## src/rtl/booth_seq_mul.sv

```systemverilog
// ---------------------------------------------------------------------------
// booth_seq_mul
//
// Iterative radix-2 Booth multiplier. It performs one Booth step per clock
// and has a start/busy/done handshake. Each operation selects signed or
// unsigned operands. The result is 2*WIDTH bits wide, so it maps straight
// onto HI/LO.
//
// Operands are widened by one bit to N = WIDTH+1:
//   - sign extension in signed mode,
//   - zero extension in unsigned mode.
// The product is then a signed N x N product, so full-range unsigned inputs
// and the most-negative signed inputs come out exact. The accumulator
// carries one further guard bit, so A +/- M cannot overflow.
//
// Timing (E0 = edge that accepts start):
//   - Booth steps run on E1..EN.
//   - done and the new product are visible after EN.
//   - busy and done fall after EN+1.
//   - The next start can be accepted at EN+2.
//
// Ports
//   clk          in   system clock, rising edge
//   rst          in   synchronous active-high reset
//   start        in   request a multiply (sampled only while idle)
//   signed_mode  in   1 = two's-complement operands, 0 = unsigned
//   a            in   [WIDTH-1:0] multiplier operand (captured with start)
//   b            in   [WIDTH-1:0] multiplicand operand (captured with start)
//   busy         out  high from the accepting edge until back in idle
//   done         out  one-cycle pulse, product valid in that cycle
//   product      out  [2*WIDTH-1:0] registered result, held until next done
// ---------------------------------------------------------------------------
`timescale 1ns/1ps

module booth_seq_mul #(
    parameter int WIDTH = 16
) (
    input  logic                 clk,
    input  logic                 rst,
    input  logic                 start,
    input  logic                 signed_mode,
    input  logic [WIDTH-1:0]     a,
    input  logic [WIDTH-1:0]     b,
    output logic                 busy,
    output logic                 done,
    output logic [2*WIDTH-1:0]   product
);

    localparam int N     = WIDTH + 1;
    localparam int CNT_W = $clog2(N);
    localparam logic [CNT_W-1:0] CNT_LAST = CNT_W'(N - 1);

    if (WIDTH < 4) begin : g_width_check
        $error("booth_seq_mul: WIDTH must be at least 4");
    end

    typedef enum logic [1:0] {
        ST_IDLE = 2'd0,
        ST_RUN  = 2'd1,
        ST_DONE = 2'd2
    } state_e;

    // -----------------------------------------------------------------------
    // State and datapath registers
    // -----------------------------------------------------------------------
    state_e               state_q,   state_d;
    logic [N-1:0]         m_q,       m_d;        // multiplicand, extended b
    logic [N-1:0]         q_q,       q_d;        // multiplier, extended a
    logic                 qm1_q,     qm1_d;      // Booth look-behind bit q(-1)
    logic [N:0]           acc_q,     acc_d;      // accumulator with guard bit
    logic [CNT_W-1:0]     cnt_q,     cnt_d;
    logic [2*WIDTH-1:0]   product_q, product_d;
    logic                 busy_q,    busy_d;
    logic                 done_q,    done_d;

    // -----------------------------------------------------------------------
    // Operand extension: the extra top bit is the sign bit in signed mode
    // and 0 in unsigned mode.
    // -----------------------------------------------------------------------
    logic [N-1:0] a_ext;
    logic [N-1:0] b_ext;

    assign a_ext = {signed_mode & a[WIDTH-1], a};
    assign b_ext = {signed_mode & b[WIDTH-1], b};

    // -----------------------------------------------------------------------
    // One Booth step. It is computed every cycle but only committed in RUN.
    // -----------------------------------------------------------------------
    logic [N:0]           m_wide;      // M sign-extended to accumulator width
    logic [N:0]           acc_sum;     // accumulator after add/sub
    logic [N:0]           acc_shift;   // accumulator after arithmetic shift
    logic [N-1:0]         q_shift;     // multiplier after shift
    logic [2*WIDTH-1:0]   step_product;

    assign m_wide = {m_q[N-1], m_q};

    always_comb begin
        unique case ({q_q[0], qm1_q})
            2'b10:   acc_sum = acc_q - m_wide;
            2'b01:   acc_sum = acc_q + m_wide;
            default: acc_sum = acc_q;
        endcase
    end

    // Arithmetic right shift of {A, Q, q(-1)}: A's MSB is replicated, A's
    // LSB drops into Q, and Q's LSB becomes the new q(-1).
    assign acc_shift = {acc_sum[N], acc_sum[N:1]};
    assign q_shift   = {acc_sum[0], q_q[N-1:1]};

    // The low 2*WIDTH bits of the shifted {A, Q} are {acc_sum[WIDTH-1:0],
    // q_q[N-1:1]}. They are taken straight from the pre-shift values so the
    // discarded top bits never need a name.
    assign step_product = {acc_sum[WIDTH-1:0], q_q[N-1:1]};

    // -----------------------------------------------------------------------
    // Next-state logic
    // -----------------------------------------------------------------------
    always_comb begin
        // NOTE: every _d gets a default before the case. A path that does
        // not assign a signal then holds it instead of inferring a latch.
        state_d   = state_q;
        m_d       = m_q;
        q_d       = q_q;
        qm1_d     = qm1_q;
        acc_d     = acc_q;
        cnt_d     = cnt_q;
        product_d = product_q;

        unique case (state_q)
            ST_IDLE: begin
                if (start) begin
                    state_d = ST_RUN;
                    m_d     = b_ext;
                    q_d     = a_ext;
                    qm1_d   = 1'b0;
                    acc_d   = '0;
                    cnt_d   = '0;
                end
            end

            ST_RUN: begin
                acc_d = acc_shift;
                q_d   = q_shift;
                qm1_d = q_q[0];
                cnt_d = cnt_q + CNT_W'(1);
                if (cnt_q == CNT_LAST) begin
                    state_d   = ST_DONE;
                    product_d = step_product;
                end
            end

            // Start requests seen here are dropped, not queued.
            ST_DONE: begin
                state_d = ST_IDLE;
            end

            default: begin
                state_d = ST_IDLE;
            end
        endcase

        // Flags are registered copies of the next state, so busy and done
        // come straight from flops.
        busy_d = (state_d != ST_IDLE);
        done_d = (state_d == ST_DONE);
    end

    // -----------------------------------------------------------------------
    // Registers
    // -----------------------------------------------------------------------
    always_ff @(posedge clk) begin
        // NOTE: sequential state uses non-blocking assignments. All flops
        // then update together from values sampled before the edge.
        if (rst) begin
            state_q   <= ST_IDLE;
            m_q       <= '0;
            q_q       <= '0;
            qm1_q     <= 1'b0;
            acc_q     <= '0;
            cnt_q     <= '0;
            product_q <= '0;
            busy_q    <= 1'b0;
            done_q    <= 1'b0;
        end else begin
            state_q   <= state_d;
            m_q       <= m_d;
            q_q       <= q_d;
            qm1_q     <= qm1_d;
            acc_q     <= acc_d;
            cnt_q     <= cnt_d;
            product_q <= product_d;
            busy_q    <= busy_d;
            done_q    <= done_d;
        end
    end

    assign busy    = busy_q;
    assign done    = done_q;
    assign product = product_q;

endmodule

```

## config.mk

```make
export PLATFORM = sky130hd
export DESIGN_NAME = booth_seq_mul
export DESIGN_NICKNAME = d
export VERILOG_FILES = /design/src/rtl/booth_seq_mul.sv
export SDC_FILE = /design/constraint.sdc
export NUM_CORES = 1
export LEC_CHECK = 0
export BUFFER_PORTS_ARGS = -buffer_cell sky130_fd_sc_hd__buf_2
export CELL_PAD_IN_SITES_DETAIL_PLACEMENT = 1
export CELL_PAD_IN_SITES_GLOBAL_PLACEMENT = 2
export CORE_MARGIN = 2
export CORE_UTILIZATION = 30
export DETAILED_ROUTE_END_ITERATION = 12
export PLACE_DENSITY_LB_ADDON = 0.25
export SLEW_MARGIN = 20
export SYNTH_ARGS = -nofsm -noshare
export SYNTH_HDL_FRONTEND = slang
export SYNTH_SLANG_ARGS = --single-unit
```

## constraint.sdc

```tcl
create_clock -name clk -period 3.29 [get_ports clk]
set_input_delay 0 -clock clk [delete_from_list [all_inputs] [get_ports clk]]
set_output_delay 0 -clock clk [all_outputs]
set_load 0.01 [all_outputs]
```

==> impl_metrics.env, run 1 <==
export IMPL_outcome="finished, final reports clean"
export IMPL_layout_drive_gt1_share_pct=20.4
export IMPL_power_frac_seq_pct=38.9
export IMPL_yosysWarnings=0
export IMPL_yosysSeqAreaShare_pct=38.1
export IMPL_avgViaCountPerCell=5.03
export IMPL_start_kind="flop"
export IMPL_area_growth_pct=29.2
export IMPL_synth_distinct_cells=59
export IMPL_grt_pass1_vias=4993
export IMPL_fin_util_pct=39.8
export IMPL_yosys_most_used_dff="dfxtp_1"
export IMPL_power_leakage_uw=0.00265
export IMPL_maxCapViolations=0
export IMPL_avgSynthCellArea_sq_um=7.84
export IMPL_path_cells="inv_1 > ha_4 > nand3_2 > nor4_2 > buf_4 > nand2_1 > nor3_2 > nor2_1 > xor2_1 > ha_1 > a21o_1 > a21o_1 > a211oi_4 > o31ai_4 > mux2_4 > a311o_1"
export IMPL_min_period_over_period_pct=96.5
export IMPL_pwr_density_cell_nw_per_um2=495
export IMPL_internal_power_uw=2130
export IMPL_die_h_um=132
export IMPL_cts_tree="built"
export IMPL_syn_inst=623
export IMPL_slew_headroom_pct=43.8
export IMPL_switching_share_pct=31.9
export IMPL_die_w_um=132
export IMPL_ant_nets=0
export IMPL_fin_crit_ps=3170
export IMPL_maxSlewViolCount=0
export IMPL_pwr_share_clk_pct=35.8
export IMPL_wire_per_inst_um=15.8
export IMPL_clk_insertion_delay_late_ps=360
export IMPL_grt_pass1_wl_um=24900
export IMPL_crit_path_end_kind="flop"
export IMPL_finalHoldViolations=0
export IMPL_synth_top_area_share_pct=38.1
export IMPL_dr_total_vias=4754
export IMPL_clock_sinks=93
export IMPL_synth_top_area_cell="dfxtp_1"
export IMPL_io_pins=70
export IMPL_critical_path_class="flop to flop"
export IMPL_finalWirelength_um=15000
export IMPL_synth_async_reset_ratio_pct=0
export IMPL_max_freq_mhz=315
export IMPL_drc=0
export IMPL_coreArea_sq_um=15900
export IMPL_worst_pin_slew_ps=843
export IMPL_max_stage_delay_ps=350
export IMPL_hold_path_class="primary input to flop"
export IMPL_power_switching_uw=996
export IMPL_fin_area_sq_um=6320
export IMPL_routabilityCongestion=0.852
export IMPL_gr_total_overflow=0
export IMPL_io_buffers=69
export IMPL_numCtsBuffers=9
export IMPL_nNetsFinal=782
export IMPL_p_comb_share_pct=25.3
export IMPL_ys_seq_elements=93
export IMPL_mappedNetlistArea_sq_um=4890
export IMPL_drt_initial_drc_count=213
export IMPL_core_rowCount=46
export IMPL_worstPathArrival_ps=3420
export IMPL_first_pass_iters=6
export IMPL_mostFrequentLayoutCells="nand2_1, dfxtp_1, nor2_1, a21oi_1, buf_2"
export IMPL_h_tree_depth=3
export IMPL_skew_ps=9.17
export IMPL_grt_setup_unrepaired="true"
export IMPL_antenna_found_initial=0
export IMPL_start_util_pct=30.8
export IMPL_diodes=0
export IMPL_placed_area_sq_um=5550
export IMPL_grt_max_degree=79
export IMPL_synth_edf_count=0
export IMPL_dp_hpwl_um=10500
export IMPL_clk_pin_slew_worst_paths_ps=70
export IMPL_worstPathMaxFanout=4
export IMPL_path_common_cell="a21o_1"
export IMPL_irDropWorstVdd_v=0.000277
export IMPL_layout_commonest_cell="nand2_1"
export IMPL_crit_slowest_cell="ha_1"
export IMPL_setup_violations=0
export IMPL_cts_root_buf="clkbuf_16"
export IMPL_synth_net_count=681
export IMPL_synth_area_leaders="dfxtp_1, nand2_1, a21oi_1"
export IMPL_die_area_sq_um=17300
export IMPL_cp_required_ps=3530
export IMPL_cts_buffer_depth=2
export IMPL_grt_use_total_pct=17.5
[critical path: cells and delay by family, from the launching register on]
kind / cells / cell delay [ps]
AOI/OAI and AO/OA: 5 / 1050
adders and majority gates: 2 / 500
and+or+nand+nor: 5 / 490
DFF: 1 / 310
muxes: 1 / 300
buffers and inverters: 2 / 250
xor gates and xnor gates: 1 / 160
[final cells by class]
class                      count  area [sq um]
inverter                       7          26.3
clock inverter                 7          86.3
tap                          216           270
multi-input combinational    478          2920
fill                        1968          9570
clock buffer                   9           225
timing repair buffer         135           923
sequential                    93          1860
[registers in the layout, summed over array words and instances, names as in the netlist]
signal   cells
m_q         17
done         1
qm1_q        1
acc_q       17
product     32
busy         1
cnt_q        5
q_q         17
state_q      2
[layer usage]
metal	GRT usage [%]	vias to the layer above	wire [um]
met5	0	-	0
met4	5.07	0	197
met3	2.82	19	420
met2	30.7	61	7280
met1	22.0	2280	7060
li1	-	2394	-
[synth_stat cells (4+ instances only)]
| master | count |
|---|---|
| a211oi_1 | 11 |
| a21o_1 | 13 |
| a21oi_1 | 69 |
| a22oi_1 | 7 |
| a311oi_1 | 16 |
| a31oi_1 | 4 |
| a32oi_1 | 4 |
| and2_1 | 4 |
| and3_1 | 5 |
| buf_1 | 4 |
| clkbuf_1 | 41 |
| dfxtp_1 | 93 |
| ha_1 | 21 |
| inv_1 | 7 |
| mux2i_1 | 7 |
| nand2_1 | 123 |
| nand3_1 | 17 |
| nand4_1 | 6 |
| nor2_1 | 72 |
| nor2b_1 | 4 |
| nor3_1 | 7 |
| o21ai_0 | 10 |
| o31ai_1 | 4 |
| xnor2_1 | 10 |
| xor2_1 | 16 |
[worst paths after layout]
kind                    from  cells after the start         end  slack [ps]
setup / recovery      m_q[0]                     16   acc_q[16]         120
hold / removal           rst                      2     m_q[14]          70
setup reg to reg      m_q[0]                     16   acc_q[16]         120
hold reg to reg   product[6]                      2  product[6]         450
[what timing repair did]
| action | in CTS | in global routing |
|---|---|---|
| buffers inserted | 1 | 5 |
| resized for setup | 0 | 21 |
| pin swaps | 0 | 9 |
| endpoints found under the setup margin | 1 | 14 |
| hold buffers | 33 | 0 |
| endpoints found under the hold margin | 34 | 0 |
[cells by family (layout without fill, tap and decap cells)]
group / Yosys count / count (layout) / synth area share [%]
and+or+nand+nor: 257 / 257 / 22.8
AOI/OAI and AO/OA: 164 / 164 / 22.7
DFF: 93 / 93 / 38.1
buffers and inverters: 52 / 158 / 3.99
xor gates and xnor gates: 26 / 26 / 4.66
adders and majority gates: 22 / 22 / 5.79
muxes: 9 / 9 / 1.97
[power groups by stage]
stage	clock (uW)	combinational, uW	sequential, uW
6_report	1120	790	1210
5_1_grt	1200	880	1220
4_1_cts	1160	734	1210
3_5_place_dp	0	696	1240
3_3_place_gp	0	679	1240
2_1_floorplan	0	494	1230
[stage by stage]
step	worst slack [ps]	cells	total power, uW	hold slack [ps]	setup TNS [ps]
after detailed placement	-19.8	890	1940	250	-19.8
after CTS	15.2	940	3100	71.9	0
final	115	945	3130	69.9	0
after floorplan	107	623	1720	136	0
after global placement	88.1	890	1920	240	0
after global routing	-39.8	945	3300	106	-97.3
No activity file was read; power rests on OpenSTA's default activity.
==> run 2, diff against run 1 <==
==> constraint.sdc (replaced) <==
create_clock -name clk -period 3.29 [get_ports clk]
set_input_delay 0.1645 -clock clk [delete_from_list [all_inputs] [get_ports clk]]
set_output_delay 0.1645 -clock clk [all_outputs]
set_load 0.01 [all_outputs]
==> impl_metrics.env, run 2 (same netlist as run 1, synthesis figures left out) <==
export IMPL_maxSlewViolCount=0
export IMPL_worstPathMaxFanout=4
export IMPL_postCtsHoldBufs=0
export IMPL_largest_register_ffs=32
export IMPL_avgViaCountPerCell=5.09
export IMPL_setup_violations=0
export IMPL_die_w_um=132
export IMPL_area_growth_pct=22.5
export IMPL_fin_crit_ps=3190
export IMPL_dr_total_vias=4638
export IMPL_finalHoldViolations=0
export IMPL_grt_pass1_wl_um=24300
export IMPL_nNetsFinal=749
export IMPL_maxCapViolations=0
export IMPL_grt_max_degree=79
export IMPL_pwr_density_cell_nw_per_um2=516
export IMPL_grt_setup_unrepaired="true"
export IMPL_diodes=0
export IMPL_outcome="finished, final reports clean"
export IMPL_finalWirelength_um=14600
export IMPL_worstPathArrival_ps=3430
export IMPL_dp_hpwl_um=10500
export IMPL_cts_buffer_depth=2
export IMPL_fill_cells=1978
export IMPL_die_area_sq_um=17300
export IMPL_start_util_pct=30.8
export IMPL_irDropWorstVdd_v=0.000277
export IMPL_clock_sinks=93
export IMPL_cp_required_ps=3530
export IMPL_path_common_cell="a21o_1"
export IMPL_cts_root_buf="clkbuf_16"
export IMPL_cts_tree="built"
export IMPL_h_tree_depth=3
export IMPL_crit_path_end_kind="flop"
export IMPL_drc=0
export IMPL_numCtsBuffers=9
export IMPL_layout_commonest_cell="nand2_1"
export IMPL_wire_per_inst_um=16.0
export IMPL_clk_pin_slew_worst_paths_ps=70
export IMPL_finalPower_uw=3090
export IMPL_reg2reg_depth=16
export IMPL_power_leakage_uw=0.00251
export IMPL_slew_headroom_pct=44.4
export IMPL_crit_slowest_cell="ha_1"
export IMPL_first_pass_iters=4
export IMPL_io_pins=70
export IMPL_worst_pin_slew_ps=834
export IMPL_clk_insertion_delay_late_ps=360
export IMPL_max_freq_mhz=314
export IMPL_layout_drive_gt1_share_pct=21.4
export IMPL_gr_total_overflow=0
export IMPL_drt_initial_drc_count=208
export IMPL_grt_pass1_vias=4844
export IMPL_io_buffers=69
export IMPL_path_cells="inv_1 > ha_4 > nand3_2 > nor4_2 > buf_4 > nand2_1 > nor3_2 > nor2_1 > xor2_1 > ha_1 > a21o_1 > a21o_1 > a211oi_4 > o31ai_4 > mux2_4 > a311o_1"
export IMPL_skew_ps=8.41
export IMPL_hold_path_class="primary input to flop"
export IMPL_core_rowCount=46
export IMPL_mostFrequentLayoutCells="nand2_1, dfxtp_1, nor2_1, a21oi_1, buf_2"
export IMPL_die_h_um=132
export IMPL_ant_nets=0
export IMPL_max_stage_delay_ps=350
export IMPL_holdWs_ps=48.9
export IMPL_min_period_over_period_pct=96.9
export IMPL_coreArea_sq_um=15900
export IMPL_grt_use_total_pct=17.0
export IMPL_antenna_found_initial=0
export IMPL_critical_path_class="flop to flop"
export IMPL_routabilityCongestion=0.852
export IMPL_whs_path_depth=3
export IMPL_start_kind="flop"
run 2: cell types whose count changed in the layout (fill, tap and decap cells not counted):
cell	before	now
dlygate4sd3_1	33	0
run 2: power breakdown:
part	switching [uW]	internal, uW	total (uW)	leakage (uW)
combinational	431	327	758	0.00160
clock	510	608	1120	0.000150
sequential	45.6	1170	1210	0.000757
total	987	2100	3090	0.00251
run 2: worst paths after layout:
| check | from | to | slack (ps) |
|---|---|---|---|
| max reg2reg | m_q[0] | acc_q[16] | 100 |
| max | m_q[0] | acc_q[16] | 100 |
| min | b[2] | m_q[2] | 50 |
| min reg2reg | product[9] | product[9] | 450 |
run 2: area by class of cell:
type / count / area (sq um) / share of cell area, %
clock buffer: 9 / 225 / 3.76
clock inverter: 7 / 86.3 / 1.44
inverter: 7 / 26.3 / 0.439
multi-input combinational: 478 / 2920 / 48.8
sequential: 93 / 1860 / 31.1
tap: 216 / 270 / 4.52
timing repair buffer: 102 / 593 / 9.91
run 2: per-layer routing:
layer	up-vias	share of wire, %	GRT usage [%]
li1	2329	-	-
met2	66	48	29.8
met3	19	2.9	2.78
met5	-	0	0
met1	2224	48	21.5
met4	0	1.3	5.01
run 2: per-stage QoR:
step	instances	instance area [sq um]	utilization [%]	TNS, ps	setup WS [ps]
detailed placement	890	5550	34.9	-19.8	-19.8
floorplan	623	4890	-	0	107
CTS	907	5870	36.9	0	15.2
finish	912	5990	37.7	0	101
global route	912	5990	37.7	-115	-44.9
global placement	890	5550	34.9	0	88.1
run 2: worst max-delay path, delay by kind of cell (launching register included):
kind | cells | cell delay, ps
buffers and inverters | 2 | 250
AO/OA/AOI/OAI | 5 | 1050
adder cells (fa/ha/maj) | 2 | 510
multiplexers | 1 | 300
AND/OR/NAND/NOR | 5 | 500
XOR/XNOR | 1 | 160
flip-flops | 1 | 310
run 2: timing repair:
action / CTS / global route
setup endpoints to repair: 1 / 14
pin swaps: 0 / 9
buffers inserted: 1 / 5
resized for setup: 0 / 21
